### src/rtl/pwm_decoder.sv
// PWM-to-sample decoder: recovers a DATA_WIDTH-bit duty count per 2^DATA_WIDTH-clock frame.
// Optional majority glitch filter on the synchronized input: define PWM_DECODER_GLITCH_FILTER_EN.
module pwm_decoder #(
   parameter int DATA_WIDTH  = 8,
   parameter int SYNC_STAGES = 2
) (
   input  logic                  clk,
   input  logic                  reset,
   input  logic                  pwm_in,
   output logic [DATA_WIDTH-1:0] sample_data,
   output logic                  sample_valid,
   input  logic                  sample_ready,
   output logic                  locked,
   output logic                  overrun,
   input  logic                  overrun_clr
);

   localparam logic [DATA_WIDTH-1:0] LAST = '1;

   typedef enum logic {SEARCH, MEASURE} state_t;

   state_t                 state_q, state_d;
   logic [SYNC_STAGES-1:0] sync_q;
   logic                   s_sync, s, s_prev_q, rise;
   logic [DATA_WIDTH-1:0]  tmo_q, cyc_q;
   logic [DATA_WIDTH:0]    hi_q, sum;
   logic [DATA_WIDTH-1:0]  result;
   logic                   start_frame, resync, publish;

   always_ff @(posedge clk or negedge reset) begin
      if (!reset) sync_q <= '0;
      else        sync_q <= {sync_q[SYNC_STAGES-2:0], pwm_in};
   end

   assign s_sync = sync_q[SYNC_STAGES-1];

`ifdef PWM_DECODER_GLITCH_FILTER_EN
   logic [1:0] hist_q;
   logic       maj_q;

   // 2-of-3 vote over the last three synchronized samples hides 1-cycle glitches
   always_ff @(posedge clk or negedge reset) begin
      if (!reset) begin
         hist_q <= '0;
         maj_q  <= 1'b0;
      end else begin
         hist_q <= {hist_q[0], s_sync};
         maj_q  <= (s_sync & hist_q[0]) | (s_sync & hist_q[1]) | (hist_q[0] & hist_q[1]);
      end
   end

   assign s = maj_q;
`else
   assign s = s_sync;
`endif

   assign rise = s & ~s_prev_q;

   // state register
   always_ff @(posedge clk or negedge reset) begin
      if (!reset) state_q <= SEARCH;
      else        state_q <= state_d;
   end

   // next state: once a frame starts we never go back to SEARCH short of reset
   always_comb begin
      state_d = state_q;
      if (state_q == SEARCH && start_frame) state_d = MEASURE;
   end

   // cyc_q is the frame index of the sample currently on s; hi_q counts highs before it
   always_comb begin
      start_frame = 1'b0;
      resync      = 1'b0;
      publish     = 1'b0;
      case (state_q)
         SEARCH:  start_frame = rise || (tmo_q == LAST);
         MEASURE: begin
            if (rise && cyc_q != '0) resync  = 1'b1;
            else if (cyc_q == LAST)  publish = 1'b1;
         end
         default: ;
      endcase
   end

   assign sum    = hi_q + {{DATA_WIDTH{1'b0}}, s};
   assign result = sum[DATA_WIDTH] ? LAST : sum[DATA_WIDTH-1:0];

   always_ff @(posedge clk or negedge reset) begin
      if (!reset) begin
         s_prev_q <= 1'b0;
         tmo_q    <= '0;
         cyc_q    <= '0;
         hi_q     <= '0;
      end else begin
         s_prev_q <= s;
         tmo_q    <= (state_q == SEARCH && !start_frame) ? tmo_q + 1'b1 : '0;
         if (start_frame || resync) begin
            // this cycle is index 0 of a new frame
            cyc_q <= {{(DATA_WIDTH-1){1'b0}}, 1'b1};
            hi_q  <= {{DATA_WIDTH{1'b0}}, s};
         end else if (state_q == MEASURE) begin
            cyc_q <= cyc_q + 1'b1;
            hi_q  <= publish ? '0 : sum;
         end
      end
   end

   always_ff @(posedge clk or negedge reset) begin
      if (!reset) begin
         sample_data  <= '0;
         sample_valid <= 1'b0;
         locked       <= 1'b0;
         overrun      <= 1'b0;
      end else begin
         if (resync)       locked <= 1'b0;
         else if (publish) locked <= 1'b1;

         if (publish) begin
            sample_data  <= result;
            sample_valid <= 1'b1;
         end else if (sample_ready) begin
            sample_valid <= 1'b0;
         end

         if (publish && sample_valid && !sample_ready) overrun <= 1'b1;
         else if (overrun_clr)                         overrun <= 1'b0;
      end
   end

endmodule

### config.mk
export PLATFORM = sky130hd
export DESIGN_NAME = pwm_decoder
export DESIGN_NICKNAME = d
export VERILOG_FILES = /design/src/rtl/pwm_decoder.sv
export SDC_FILE = /design/constraint.sdc
export NUM_CORES = 1
export LEC_CHECK = 0
export BUFFER_PORTS_ARGS = -buffer_cell sky130_fd_sc_hd__clkbuf_2
export CAP_MARGIN = 20
export CORE_MARGIN = 8
export CORE_UTILIZATION = 45
export CTS_BUF_LIST = sky130_fd_sc_hd__clkbuf_8 sky130_fd_sc_hd__clkbuf_16
export DETAILED_ROUTE_END_ITERATION = 10
export SYNTH_ARGS = -nofsm -noshare
export SYNTH_HDL_FRONTEND = slang
export SYNTH_SLANG_ARGS = --single-unit
export TNS_END_PERCENT = 1
### constraint.sdc
create_clock -name clk -period 1.95 [get_ports clk]
set_input_delay 0.39 -clock clk [delete_from_list [all_inputs] [get_ports clk]]
set_output_delay 0.39 -clock clk [all_outputs]
set_load 0.02 [all_outputs]
==> flow_summary.ini <==
[status]
run_status = completed

[finish]
area.sequential_um2 = 1001
multiInputGateArea_um2 = 843.3
nNetsFinal = 216
postLayoutCoreUtil_pct = 52.33
diodes = 0
layout.cells.most_common = dfrtp_1
fillerInstances = 377
drive_gt1_share_pct = 19.32
syn2layout_area_growth_pct = 14.70
layout_common_cells = dfrtp_1, nand2_1, clkbuf_2

[timing]
layout_min_cycle_time_ns = 1.875
timing.final.setup_violations = 0
timing_max_transition_violations_final = 0
final.period_utilization_pct = 96.18
worst_hold_slack_ns = 0.1449
slew_headroom_pct = 62.92
tightestPinTransition_ns = 0.5550
fin_worst_skew_ns = 0.007049
timing.final.hold_violations = 0
timing.fmax_mhz = 533.2
unrepaired_setup_endpoints_after_global_routing = yes

[die]
rows = 24
die_span_in_x_um = 81.52
floorplan.die_area_um2 = 6646
dieHeight_um = 81.52
core-area_um2 = 4234
initial_core_util_pct = 45.63
ios = 16

[power]
static-leakage-power_nw = 1.031
power-per-cell-area_nw_per_um2 = 982.5
p_total_mw = 2.177
ir_drop_mv = 0.6277

[clock_network]
clock_sinks = 40
htree_levels = 2
worstSkewPairLatency_ns = 0.29
tritoncts_clock_tree = done
cts_buffers = 5
cts_root_buffer = clkbuf_8
cts.path.max_buffers = 2
clk_transition_reported_paths_ns = 0.08
postCtsHoldBufs = 0

[detailed_routing]
first_pass_iters = 4
drcViolationCount = 0
num_vias = 1490
detail_route.vias_per_cell = 5.753
route.final.wire_length_mm = 4.151
postRouteAntennaNets = 0
drt_iter0_markers = 77
avgRoutedWirePerCell_um = 16.03

[place]
port_buffers = 15
place_congestion = 0.7781
dp.final_hpwl_mm = 3.035

[grt]
grt.total_usage_pct = 13.68
grt_antenna_before_repair = 0
global_route_wire_length_before_repair_mm = 7.044
via_count_of_the_first_global_routing_pass = 1555
grt_start_max_net_pins = 41
overflow = 0

[yosys]
syn_area_um2 = 1932
synthCells = 183
synth.net_count = 193
syn_area_per_cell_um2 = 10.56
synth_cell_type_count = 41
proportion_of_synthesized_chip_area_in_sequential_cells_pct = 51.81
synth.ff_latch_count = 40
synthesis.yosys.warnings = 0

[flow_run]
maxCapViolCount = 0

[setup_path]
worst_ep_arrival_time_ns = 2.04
critical_path_peak_fanout = 10
worstSetupPathType = reg -> reg
timing.critical_path.required_ns = 2.11
worst_setup_path_start_kind = flop
endpoint_kind = flop

[hold_path]
hold_path.class = in -> async
## per-layer routing
| layer | part of all wire, % | track usage [%] | wire length [µm] |
|---|---|---|---|
| met2 | 52 | 22.51 | 2147 |
| met3 | 4.4 | 3.173 | 182 |
| met5 | 0 | 0 | 0 |
| met4 | 0.60 | 5.536 | 25 |
| met1 | 43 | 16.92 | 1795 |
## worst max-delay path: stages (launching register included)
cell,delay (ns)
dfrtp_1,0.39
inv_1,0.09
ha_1,0.15
or4b_4,0.48
o22ai_4,0.19
and2_2,0.32
a31oi_1,0.12
## kinds of logic (layout without fill, tap and decap cells)
family,count (synthesis),in the layout,synth area share (%)
adder cells (fa/ha/maj),5,5,3.238
AND/OR/NAND/NOR,66,66,18.65
AO/OA/AOI/OAI,44,44,15.87
XOR/XNOR,12,12,5.440
flip-flops,40,40,51.81
buffers and inverters,16,40,4.986
## final timing paths
path,from,to,slack (ns),cells after the start
worst max-delay path,cyc_q[1],sample_data[7],0.07,6
min in group clk,pwm_in,sync_q[0],0.20,1
worst max register to register,cyc_q[1],sample_data[7],0.07,6
worst min-delay path,reset,cyc_q[4],0.14,2
worst min register to register,sync_q[0],sync_q[1],0.38,0
max in group asynchronous,reset,s_prev_q,1.45,2
## per-stage QoR
step	setup TNS (ns)	setup WS [ns]	cells	instance area, µm²
floorplan	0	0.1793	183	1932
global placement	0	0.07541	251	2081
detailed placement	-0.3575	-0.07026	251	2081
CTS	0	0.005929	259	2197
global route	-0.1403	-0.01998	259	2216
finish	0	0.07455	259	2216
## layout make-up
type	count	share of cell area (%)
multi-input cells	127	38.06
flip-flops and latches	40	45.17
inverters	6	1.016
clock inverters	3	2.089
clock buffers	5	3.106
well taps	52	2.936
repair buffers	26	7.623
## Yosys cell counts
library cell	count	share of area [%]
a21oi_1	8	2.1
and4_1	3	1.4
o22a_1	6	2.7
a311oi_2	1	0.78
and3_1	4	1.3
nor2_1	10	1.9
a41oi_1	1	0.45
a31oi_1	10	3.2
o211ai_1	2	0.78
a22o_1	2	0.91
or4b_1	1	0.52
o21ai_0	6	1.6
and2_1	4	1.3
xnor2_1	5	2.3
or3_1	1	0.32
nand3_1	11	2.8
nand2b_1	1	0.32
buf_8	1	0.78
dfrtp_1	40	52
inv_1	6	1.2
nand4_1	3	0.97
o21ai_1	1	0.26
nand4_2	1	0.65
o31ai_1	1	0.39
nor2b_1	2	0.65
clkbuf_1	4	0.78
nand2_1	16	3.1
a21o_1	2	0.78
nand3b_1	4	1.6
nor3_1	3	0.78
or4b_4	1	0.71
xor2_1	7	3.2
buf_6	3	1.7
clkbuf_2	1	0.26
buf_2	1	0.26
or2_2	1	0.32
ha_1	5	3.2
o22ai_1	1	0.32
o22ai_2	1	0.65
a32o_1	1	0.52
o41ai_1	1	0.45
## state kept, by name, indices dropped and copies added (netlist names)
| name | flops |
|---|---|
| cyc_q | 8 |
| hi_q | 9 |
| locked | 1 |
| overrun | 1 |
| s_prev_q | 1 |
| sample_data | 8 |
| sample_valid | 1 |
| state_q | 1 |
| sync_q | 2 |
| tmo_q | 8 |
## report_power, final
part,internal [mW],switching [mW],total (mW)
registers,0.915,0.0772,0.992
logic,0.232,0.269,0.500
clock network,0.385,0.299,0.685
total,1.53,0.645,2.18
## repair_timing
item | 4_1_cts | 5_1_grt
setup buffers | 0 | 0
setup endpoints to repair | 10 | 25
pin swaps | 0 | 3
resized for setup | 1 | 8
endpoints found under the hold margin | 0 | 0
No activity file was read; power rests on OpenSTA's default activity.
